===== src/rtl/fetch_unit_if.sv =====
// Fetch-stage bundle: pipeline control inputs, instruction-memory handshake and IF/ID outputs.
interface fetch_unit_if;
  logic        start_i;
  logic        stall_i;
  logic        flush_i;
  logic [31:0] branch_addr_i;
  logic        imem_req_o;
  logic [31:0] imem_addr_o;
  logic        imem_ready_i;
  logic [31:0] imem_data_i;
  logic [31:0] pc_o;
  logic [31:0] instr_o;
  logic        valid_o;
  logic        busy_o;

  modport slave (
    input  start_i, stall_i, flush_i, branch_addr_i, imem_ready_i, imem_data_i,
    output imem_req_o, imem_addr_o, pc_o, instr_o, valid_o, busy_o
  );

  modport master (
    output start_i, stall_i, flush_i, branch_addr_i, imem_ready_i, imem_data_i,
    input  imem_req_o, imem_addr_o, pc_o, instr_o, valid_o, busy_o
  );
endinterface


===== src/rtl/fetch_unit.sv =====
// Instruction fetch stage: drives imem requests from the PC and fills the IF/ID register.
// state | meaning
// IDLE  | not fetching, no request issued
// REQ   | request for PC outstanding until imem_ready_i
// HOLD  | returned word parked in hold buffer while the pipeline is stalled
module fetch_unit (
  input  logic         clk_i,
  input  logic         rst_i,
  fetch_unit_if.slave  fu
);

  typedef enum logic [1:0] {IDLE, REQ, HOLD} state_t;

  state_t      state_q, state_d;
  logic [31:0] pc_q, pc_d;
  logic [31:0] ifid_pc_q, ifid_pc_d;
  logic [31:0] ifid_instr_q, ifid_instr_d;
  logic        valid_q, valid_d;
  logic        redir_pend_q, redir_pend_d;
  logic [31:0] redir_addr_q, redir_addr_d;
  logic [31:0] hold_pc_q, hold_pc_d;
  logic [31:0] hold_instr_q, hold_instr_d;
  state_t      run_next;

  // Once a request completes, dropping start_i parks the unit in IDLE.
  assign run_next = fu.start_i ? REQ : IDLE;

  always_comb begin
    state_d      = state_q;
    pc_d         = pc_q;
    ifid_pc_d    = ifid_pc_q;
    ifid_instr_d = ifid_instr_q;
    valid_d      = valid_q;
    redir_pend_d = redir_pend_q;
    redir_addr_d = redir_addr_q;
    hold_pc_d    = hold_pc_q;
    hold_instr_d = hold_instr_q;

    case (state_q)
      IDLE: begin
        if (fu.start_i) state_d = REQ;
      end

      REQ: begin
        if (!fu.imem_ready_i) begin
          if (fu.flush_i) begin
            redir_pend_d = 1'b1;
            redir_addr_d = fu.branch_addr_i;
            valid_d      = 1'b0;
            ifid_instr_d = 32'h0;
          end else if (!fu.stall_i) begin
            valid_d      = 1'b0;
            ifid_instr_d = 32'h0;
          end
        end else if (fu.flush_i) begin
          valid_d      = 1'b0;
          ifid_instr_d = 32'h0;
          pc_d         = fu.branch_addr_i;
          redir_pend_d = 1'b0;
          state_d      = run_next;
        end else if (redir_pend_q) begin
          // Word belongs to the squashed path; only the redirect survives.
          valid_d      = 1'b0;
          ifid_instr_d = 32'h0;
          pc_d         = redir_addr_q;
          redir_pend_d = 1'b0;
          state_d      = run_next;
        end else if (fu.stall_i) begin
          hold_pc_d    = pc_q;
          hold_instr_d = fu.imem_data_i;
          state_d      = HOLD;
        end else begin
          ifid_pc_d    = pc_q;
          ifid_instr_d = fu.imem_data_i;
          valid_d      = 1'b1;
          pc_d         = pc_q + 32'd4;
          state_d      = run_next;
        end
      end

      HOLD: begin
        if (fu.flush_i) begin
          valid_d      = 1'b0;
          ifid_instr_d = 32'h0;
          pc_d         = fu.branch_addr_i;
          state_d      = run_next;
        end else if (!fu.stall_i) begin
          ifid_pc_d    = hold_pc_q;
          ifid_instr_d = hold_instr_q;
          valid_d      = 1'b1;
          pc_d         = hold_pc_q + 32'd4;
          state_d      = run_next;
        end
      end

      default: state_d = IDLE;
    endcase
  end

  always_ff @(posedge clk_i) begin
    if (rst_i) begin
      state_q      <= IDLE;
      pc_q         <= 32'h0;
      ifid_pc_q    <= 32'h0;
      ifid_instr_q <= 32'h0;
      valid_q      <= 1'b0;
      redir_pend_q <= 1'b0;
      redir_addr_q <= 32'h0;
      hold_pc_q    <= 32'h0;
      hold_instr_q <= 32'h0;
    end else begin
      state_q      <= state_d;
      pc_q         <= pc_d;
      ifid_pc_q    <= ifid_pc_d;
      ifid_instr_q <= ifid_instr_d;
      valid_q      <= valid_d;
      redir_pend_q <= redir_pend_d;
      redir_addr_q <= redir_addr_d;
      hold_pc_q    <= hold_pc_d;
      hold_instr_q <= hold_instr_d;
    end
  end

  // Reset gating keeps the request lines quiet during the reset cycle itself.
  assign fu.imem_req_o  = (state_q == REQ) && !rst_i;
  assign fu.busy_o      = (state_q == REQ) && !fu.imem_ready_i && !rst_i;
  assign fu.imem_addr_o = pc_q;
  assign fu.pc_o        = ifid_pc_q;
  assign fu.instr_o     = ifid_instr_q;
  assign fu.valid_o     = valid_q;

endmodule


===== src/flat_wrapper.sv =====
// flat-port wrapper written by rule: the top's interface ports become plain ports
module fetch_unit_flat 
  (clk_i, rst_i, fu_start_i, fu_stall_i, fu_flush_i, fu_branch_addr_i, fu_imem_ready_i, fu_imem_data_i, fu_imem_req_o, fu_imem_addr_o, fu_pc_o, fu_instr_o, fu_valid_o, fu_busy_o);
  fetch_unit_if fu_i ();
  input  logic clk_i;
  input  logic rst_i;
  input wire logic [$bits(fu_i.start_i)-1:0] fu_start_i;
  input wire logic [$bits(fu_i.stall_i)-1:0] fu_stall_i;
  input wire logic [$bits(fu_i.flush_i)-1:0] fu_flush_i;
  input wire logic [$bits(fu_i.branch_addr_i)-1:0] fu_branch_addr_i;
  input wire logic [$bits(fu_i.imem_ready_i)-1:0] fu_imem_ready_i;
  input wire logic [$bits(fu_i.imem_data_i)-1:0] fu_imem_data_i;
  output wire logic [$bits(fu_i.imem_req_o)-1:0] fu_imem_req_o;
  output wire logic [$bits(fu_i.imem_addr_o)-1:0] fu_imem_addr_o;
  output wire logic [$bits(fu_i.pc_o)-1:0] fu_pc_o;
  output wire logic [$bits(fu_i.instr_o)-1:0] fu_instr_o;
  output wire logic [$bits(fu_i.valid_o)-1:0] fu_valid_o;
  output wire logic [$bits(fu_i.busy_o)-1:0] fu_busy_o;
  assign fu_i.start_i = fu_start_i;
  assign fu_i.stall_i = fu_stall_i;
  assign fu_i.flush_i = fu_flush_i;
  assign fu_i.branch_addr_i = fu_branch_addr_i;
  assign fu_i.imem_ready_i = fu_imem_ready_i;
  assign fu_i.imem_data_i = fu_imem_data_i;
  assign fu_imem_req_o = fu_i.imem_req_o;
  assign fu_imem_addr_o = fu_i.imem_addr_o;
  assign fu_pc_o = fu_i.pc_o;
  assign fu_instr_o = fu_i.instr_o;
  assign fu_valid_o = fu_i.valid_o;
  assign fu_busy_o = fu_i.busy_o;
  fetch_unit u_core (.clk_i(clk_i), .rst_i(rst_i), .fu(fu_i));
endmodule

===== config.mk =====
export PLATFORM = sky130hd
export DESIGN_NAME = fetch_unit_flat
export DESIGN_NICKNAME = d
export VERILOG_FILES = /design/src/rtl/fetch_unit_if.sv /design/src/rtl/fetch_unit.sv /design/src/flat_wrapper.sv
export SDC_FILE = /design/constraint.sdc
export NUM_CORES = 1
export LEC_CHECK = 0
export BUFFER_PORTS_ARGS = -buffer_cell sky130_fd_sc_hd__buf_4
export CAP_MARGIN = 5
export CORE_ASPECT_RATIO = 0.75
export CORE_MARGIN = 8
export CORE_UTILIZATION = 51
export DETAILED_ROUTE_END_ITERATION = 10
export PLACE_DENSITY = 0.75
export RECOVER_POWER = 50
export SLEW_MARGIN = 25
export SYNTH_ARGS = -nofsm -noshare
export SYNTH_HDL_FRONTEND = slang
export SYNTH_SLANG_ARGS = --single-unit

===== constraint.sdc =====
create_clock -name clk_i -period 2 [get_ports clk_i]
set_input_delay 0.1 -clock clk_i [delete_from_list [all_inputs] [get_ports clk_i]]
set_output_delay 0.1 -clock clk_i [all_outputs]
set_load 0.02 [all_outputs]

Word level (Yosys, flattened, before mapping)
Cells that the tools add are included.
{"block": "totals", "ff_bits": 196, "wordCells": 84, "out_inout_bits": 99, "in_bits": 70}
{"block": "classes", "reduce_logical": 16, "add_sub_neg": 2, "mux": 42, "n_eq_ne": 12, "bitwise": 3}
{"cell": "2-to-1 mux 32 bit", "count": 20}
{"cell": "case mux 32 bit (2 select lines)", "count": 3}
{"cell": "adder 32 x 3 -> 32 bit (second input constant)", "count": 2}
{"cell": "2-to-1 mux 2 bit", "count": 7}
{"cell": "inequality test 2 bit (second input constant)", "count": 7}
{"cell": "2-to-1 mux 1 bit", "count": 10}
{"cell": "AND reduction 4 bit", "count": 2}
{"cell": "AND reduction 7 bit", "count": 1}
{"cell": "case mux 2 bit (3 select lines)", "count": 1}
{"cell": "AND reduction 3 bit", "count": 2}
{"cell": "AND reduction 5 bit", "count": 1}
{"cell": "inequality test 4 x 3 -> 1 bit (second input constant)", "count": 1}
{"cell": "inequality test 4 bit (second input constant)", "count": 1}
{"cell": "AND reduction 2 bit", "count": 2}
{"cell": "nonzero test 2 bit", "count": 2}
{"cell": "logical AND 1 bit", "count": 3}
{"cell": "inequality test 3 bit (second input constant)", "count": 1}
{"cell": "NOT 1 bit", "count": 3}
{"cell": "equality test 2 x 1 -> 1 bit (second input constant)", "count": 1}
{"cell": "equality test 2 bit (second input constant)", "count": 1}
{"cell": "zero test 1 bit", "count": 2}
{"cell": "zero test 2 bit", "count": 1}
{"cell": "case mux 1 bit (2 select lines)", "count": 1}

Logic depth before layout (Yosys ltp)
Gate-level depths: netlist (run 1).
{"block": "depth", "ltp_word": 6, "mapped_depth": 9, "depth_no_buf": 8}

Worst setup path after synthesis (run 1)
No wires, ideal clock.
{"block": "synth_path", "path_kind": "register to register", "startpoint": "register u_core.pc_q[9] (netlist: u_core.fu.imem_addr_o[9])", "endpoint": "register u_core.pc_q[27] (netlist: u_core.fu.imem_addr_o[27])", "arrival_ns": 2.047, "period_less_slack_ns": 2.132, "path_buffers": 2, "slack_ns": -0.132, "stages_incl_launch_ff": 9, "setup_ns": 0.086, "required_time_ns": 1.914, "path_cell_list": "dfxtp_1 > buf_2 > and4_1 > buf_4 > nand4_4 > or4_4 > xor2_1 > a21o_1 > a211oi_1"}
{"block": "synth_between", "elab_chain_len": 6}
{"element": "from (decl)", "line_no": "fetch_unit.sv:15", "text": "logic [31:0] pc_q, pc_d;"}
{"element": "from (signal assigned)", "line_no": "fetch_unit.sv:113", "text": "pc_q <= pc_d;"}
{"element": "adder 32 x 3 -> 32 bit", "line_no": "fetch_unit.sv:76", "text": "pc_d = pc_q + 32'd4;"}
{"element": "2-to-1 mux 32 bit", "line_no": "fetch_unit.sv:68", "text": "end else if (fu.stall_i) begin"}
{"element": "2-to-1 mux 32 bit", "line_no": "fetch_unit.sv:61", "text": "end else if (redir_pend_q) begin"}
{"element": "2-to-1 mux 32 bit", "line_no": "fetch_unit.sv:55", "text": "end else if (fu.flush_i) begin"}
{"element": "2-to-1 mux 32 bit", "line_no": "fetch_unit.sv:45", "text": "if (!fu.imem_ready_i) begin"}
{"element": "case mux 32 bit (2 select lines)", "line_no": "fetch_unit.sv:39", "text": "case (state_q)"}
No other way between the ends. The select of a mux whose other input is x is not followed.
A chain may end at the register's enable or synchronous reset.

Worst setup path after layout (run 1)
{"block": "layout_path", "startpoint": "register u_core.pc_q[9] (netlist: u_core.fu.imem_addr_o[9])", "endpoint": "register u_core.pc_q[19] (netlist: u_core.fu.imem_addr_o[19])"}
The elaborated chain is that of the path after synthesis.

==> impl_metrics.ini, run 1 <==
[global_routing]
grt_pass1_wl_um = 51200
grt.overflow.total = 0
grt_pass1_vias = 9183
antenna_found_initial = 0
grtUsageTotal = 0.273
grt_max_degree = 65

[timing]
clock.fmax_mhz = 494
hold_viol = 0
setup_viol = 1
worst_pin_slew_ps = 509
worst_slack_ps = -25.0
skew_ps = 7.99
slew_viol_final = 0
finalCritPeriodShare = 1.01
period_needed_ps = 2030
rsz0062_at_grt = true
whs_ps = 32.4
fin_setup_tns_ps = -25.0
max_slew_margin = 0.661

[power_and_ir_drop]
leakage_nw = 4.66
ir_drop_mv = 0.513
power.total_mw = 10.5
powerDensity_nw_per_um2 = 808

[logic_synthesis]
synth-seq-area-share = 0.413
async_flop_share = 0
synth_compound_area_frac = 0.227
synth_fa_ha_area_frac = 0.00790
synthCells = 1207
syn_nets = 1283
synth_top_area_frac = 0.413
synthFlopType = dfxtp_1
yosys-top-cells-area = dfxtp_1, nand2_1, a21oi_1
synth_xor_area_frac = 0.0415
syn_area_per_cell_um2 = 7.88
synth_area_leader_cell = dfxtp_1
yosysWarnings = 0
synth_edf_count = 0
syn_area_um2 = 9510
synth_top_family_by_area = compound AO/OA/AOI/OAI gates
ys_ff_latch = 196
synth_simple_gate_area_frac = 0.220
synth_cell_types = 60
synthMuxAreaShare = 0.0391

[setup_path]
cp_top_family = simple AND/OR/NAND/NOR gates
timing.rr.start = u_core.fu.imem_addr_o[9]$_SDFFE_PP0P_
reg2regPathDepth = 8
crit_required_ps = 2360
cp_max_fo = 9
startpoint_type = register
crit_start = u_core.fu.imem_addr_o[9]$_SDFFE_PP0P_
crit_cells = 8
crit_type = register to register
critical_path.slowest_cell = nor4_4
max_stage_delay_ps = 410
worst_ep_arrival_time_ps = 2390
cp_cell_sequence = buf_4, nand4_1, nor4_4, buf_4, nand4_1, xor2_1, a21oi_1, o2bb2ai_1
cp-end-kind = register
critPathBufInv = 2
regToRegSetupSlack_ps = -30

[run_status]
violations = setup timing
status = finished with violations

[drt]
routedLengthMet1_um = 15100
highest_layer = met4
dr_wl_met3_um = 3900
first_iter_violations = 1240
drt_first_pass_iters = 5
via_per_inst = 5.86
wire_per_inst_um = 19.7
wl_met2_um = 14600
route.detailed.drc = 0
antenna_left = 0
route.vias.total = 10200
wl_um = 34200

[clock_network]
cts.path.max_buffers = 2
clock-sinks = 196
root_buffer = clkbuf_16
htreeDepth = 4
cts_tree = done
cts_made_buffers = 17
clk_latency_ps = 440
clk_pin_slew_ps = 70

[die]
coreArea_um2 = 18400
pin_count = 169
row_count = 43
die_y_um = 134
start_util = 0.517
die_area_um2 = 23300
die_w_um = 174

[placed_design]
pre_cts_ws_ps = -112
dpl_cell_area_um2 = 11700
dpl.cell_count = 1632
routabilityCongestion = 0.954
dpl.hpwl_um = 23200
numPortBuffers = 168

[final_layout]
mostFrequentLayoutCell = nand2_1
layout_common_cells = nand2_1, buf_4, dfxtp_1, a21oi_1, nor2_1
nets = 1553
final_core_util = 0.704
synthToLayoutAreaGrowth_pct = 36.3
n_fill_cell = 1538
diodes = 0
fin_cells = 1737
final_layout_size_suffix_gt1_frac = 0.218
fin_area_um2 = 13000

[hold_path]
hold_path_depth = 4
hold_path_class = primary input to register
hp-start = fu_start_i

[flow_run]
maxCapViolCount = 0
-- routing by layer --
metal,vias to the layer above,global-route usage
li1,4807,-
met1,4751,0.382
met2,559,0.404
met3,54,0.0781
met4,0,0.0748
met5,-,0
-- worst paths after layout --
path | endpoint
max | u_core.fu.imem_addr_o[19]$_SDFFE_PP0P_
min | u_core.state_q[1]$_SDFFE_PP0P_
max reg2reg | u_core.fu.imem_addr_o[19]$_SDFFE_PP0P_
min reg2reg | u_core.hold_instr_q[20]$_SDFFE_PP0P_
-- sequential cells by signal (all words and copies together), names as in the netlist --
name                   count
u_core.fu.imem_addr_o     32
u_core.fu.instr_o         32
u_core.fu.pc_o            32
u_core.fu.valid_o          1
u_core.hold_instr_q       32
u_core.hold_pc_q          32
u_core.redir_addr_q       32
u_core.redir_pend_q        1
u_core.state_q             2
-- synthesized netlist by cell type (4+ instances only) --
library cell,number
nor4_1,8
and2_1,5
and3_1,6
a211oi_1,79
nand2b_1,5
mux2i_1,36
and4_1,10
nor2b_1,5
buf_1,6
nand3_1,18
ha_1,6
xnor2_1,20
o211ai_1,5
o21ai_0,36
nor3_1,23
a221oi_1,16
nand2_1,248
xor2_1,25
a21oi_1,120
dfxtp_1,196
buf_2,13
nor2_1,105
inv_1,17
a21o_1,9
o21a_1,4
nand4_1,17
clkbuf_1,84
a22oi_1,34
-- where the power goes --
| group | internal (mW) | total (mW) | switching [mW] |
|---|---|---|---|
| clock | 1.79 | 3.41 | 1.62 |
| sequential | 4.24 | 4.44 | 0.200 |
| combinational | 0.995 | 2.63 | 1.63 |
-- cells by family after synthesis --
family          Yosys count
compound gates          331
simple gates            467
mux                      37
fa+ha+maj                 6
buf+inv                 125
flops                   196
xor+xnor                 45
-- timing repair --
action	CTS	global route
endpoints found under the hold margin	68	0
pin swaps	1	25
hold buffers	65	0
gates cloned	0	4
resized for setup	4	66
setup endpoints to repair	7	73
setup buffers	1	3
-- cell type report --
type | instances | area [µm²] | area share
clock inverters | 11 | 118 | 0.00907
flip-flops and latches | 196 | 3970 | 0.306
inverters | 17 | 63.8 | 0.00492
multi-input cells | 886 | 5340 | 0.412
well taps | 247 | 309 | 0.0238
clock buffers | 21 | 450 | 0.0347
repair buffers | 359 | 2710 | 0.209
-- worst reg2reg max path: stages, from the launching register on --
cell       delay, ps
dfxtp_4          350
buf_4            190
nand4_1          240
nor4_4           410
buf_4            180
nand4_1          120
xor2_1           170
a21oi_1          160
o2bb2ai_1        120
(Power assumes the default switching activity.)
==> inputs of run 2 (changes only) <==
--- a/config.mk
+++ b/config.mk
@@ -5,13 +5,14 @@
 export SDC_FILE = /design/constraint.sdc
 export NUM_CORES = 1
 export LEC_CHECK = 0
+export ABC_AREA = 1
 export BUFFER_PORTS_ARGS = -buffer_cell sky130_fd_sc_hd__buf_4
 export CAP_MARGIN = 5
 export CORE_ASPECT_RATIO = 0.75
 export CORE_MARGIN = 8
 export CORE_UTILIZATION = 51
 export DETAILED_ROUTE_END_ITERATION = 10
-export PLACE_DENSITY = 0.75
+export PLACE_DENSITY = 0.74
 export RECOVER_POWER = 50
 export SLEW_MARGIN = 25
 export SYNTH_ARGS = -nofsm -noshare
==> run 2 against run 1 <==
Routed wire length grew 9.8%. Design area is essentially flat. Utilization shrank 2.7 points. Largest power group unchanged. Sequential power grew 5.4%. Critical path type unchanged. Sequential share of layout area shrank 0.24 points. First-iteration DRC count grew 17%. Count of clock-buffer cells in the layout shrank 4. The run now ends clean.
==> impl_metrics.ini, run 2 <==
[final_layout]
regArea_um2 = 3940
mostFrequentLayoutCell = nand2_1
multi_input_area_um2 = 5190
fin_cells = 1997
fin_area_um2 = 13000
synthToLayoutAreaGrowth_pct = 31.4
diodes = 0
n_fill_cell = 1718
layout_common_cells = nand2_1, buf_4, dfxtp_1, nand3_1, a21oi_1
nets = 1807
final_layout_size_suffix_gt1_frac = 0.173

[drt]
route.detailed.drc = 0
wire_per_inst_um = 18.8
wl_um = 37600
route.vias.total = 11500
via_per_inst = 5.75
antenna_left = 0
drt_first_pass_iters = 6
first_iter_violations = 1445

[logic_synthesis]
synthCells = 1478
synthFlopType = dfxtp_1
syn_area_per_cell_um2 = 6.68
synth_top_area_frac = 0.397
ys_ff_latch = 196
synth_most_common_cell = nand2_1
synth_area_leader_cell = dfxtp_1
synth-seq-area-share = 0.397
async_flop_share = 0
synth_edf_count = 0
ys_top_cells_by_count = nand2_1, dfxtp_1, nand3_1, a21oi_1, o21ai_0
yosys-top-cells-area = dfxtp_1, nand2_1, nand3_1
syn_area_um2 = 9870
synth_cell_types = 40
yosysWarnings = 0
syn_nets = 1554

[die]
die_area_um2 = 24100
die_w_um = 177
pin_count = 169
row_count = 44
die_y_um = 136
start_util = 0.515
coreArea_um2 = 19200

[placed_design]
dpl_cell_area_um2 = 11900
dpl.hpwl_um = 26100
numPortBuffers = 168
routabilityCongestion = 0.999
pre_cts_ws_ps = 45.3
dpl.cell_count = 1908

[timing]
worst_pin_slew_ps = 811
rsz0062_at_grt = true
whs_ps = 43.0
worst_slack_ps = 61.6
period_needed_ps = 1940
clock.fmax_mhz = 516
hold_viol = 0
max_slew_margin = 0.459
setup_viol = 0
skew_ps = 24.0
fin_setup_tns_ps = 0
slew_viol_final = 0
finalCritPeriodShare = 0.969

[clock_network]
cts.path.max_buffers = 2
htreeDepth = 4
clk_latency_ps = 450
cts_made_buffers = 17
clk_pin_slew_ps = 80
cts_tree = done
root_buffer = clkbuf_16
clock-sinks = 196

[global_routing]
antenna_found_initial = 1
grt_pass1_wl_um = 57200
grt.overflow.total = 0
grtUsageTotal = 0.299
grt_pass1_vias = 10300
grt_max_degree = 93

[power_and_ir_drop]
ir_drop_mv = 0.492
powerDensity_nw_per_um2 = 859
leakage_nw = 4.87

[setup_path]
cp-end-kind = register
cp_max_fo = 5
crit_required_ps = 2320
crit_type = register to register
worst_ep_arrival_time_ps = 2260
startpoint_type = register
reg2regPathDepth = 9

[flow_run]
maxCapViolCount = 0

[hold_path]
hold_path_class = primary input to register
hold_path_depth = 3

[run_status]
status = complete, no violations
## run 2: cell count changes after synthesis, sizes merged, moves of 22 or more
cell and change:
nand3 +135, nand2 +128, o21ai +94, inv +91, a211oi -77, a31oi +67
mux2i -36, a22oi -34, a21oi +29, xor2 -22
## run 2: cells by family after synthesis
group,synth area share
flops,0.397
buf+inv,0.0830
xor+xnor,0.00444
compound gates,0.210
simple gates,0.297
fa+ha+maj,0.00760
## run 2: power breakdown
group | internal (mW) | switching [mW] | leakage, nW
clock | 1.68 | 1.75 | 0.280
combinational | 1.13 | 1.91 | 2.98
sequential | 4.33 | 0.354 | 1.60
## run 2: stage by stage
stage / power, mW / utilization
2_1_floorplan: 6.32 / -
6_report: 11.1 / 0.677
4_1_cts: 11.2 / 0.682
5_1_grt: 11.6 / 0.677
3_5_place_dp: 7.78 / 0.623
3_3_place_gp: 7.75 / 0.623
## run 2: final cells by class
type / instances / area share
Multi-Input combinational cell: 1076 / 0.400
Sequential cell: 196 / 0.304
Timing Repair Buffer: 331 / 0.195
Clock buffer: 17 / 0.0328
Inverter: 109 / 0.0317
Tap cell: 253 / 0.0244
Clock inverter: 15 / 0.0121
## run 2: repair_timing
item | in CTS | in global routing
endpoints found under the hold margin | 89 | 0
hold buffers | 53 | 0
buffers inserted | 0 | 3
endpoints found under the setup margin | 0 | 165
gates resized for setup | 0 | 39
## run 2: path summary, 6_finish.rpt
path	from	to	slack, ps
worst max-delay path	u_core.fu.imem_addr_o[8]$_SDFFE_PP0P_	u_core.fu.imem_addr_o[26]$_SDFFE_PP0P_	60
worst min-delay path	fu_branch_addr_i[3]	u_core.redir_addr_q[3]$_SDFFE_PP0P_	40
worst max register to register	u_core.fu.imem_addr_o[8]$_SDFFE_PP0P_	u_core.fu.imem_addr_o[26]$_SDFFE_PP0P_	60
worst min register to register	u_core.redir_addr_q[23]$_SDFFE_PP0P_	u_core.redir_addr_q[23]$_SDFFE_PP0P_	460
## run 2: routing by layer
layer  part of all wire  vias to the layer above  GRT usage
met5            0.00035                        -          0
met3               0.14                       39      0.100
met1               0.44                     5304      0.435
met2               0.41                      662      0.414
met4              0.012                        2     0.0685
li1                   -                     5479          -
## run 2: worst max-delay path: stages, from the launching register on
cell and delay [ps]:
dfxtp_1 530, nand2_1 120, nor2_1 210, nand2_1 180, inv_1 130, nand2_1 60, nand2_1 50, nand3_1 100
a21oi_1 320, a21oi_1 110
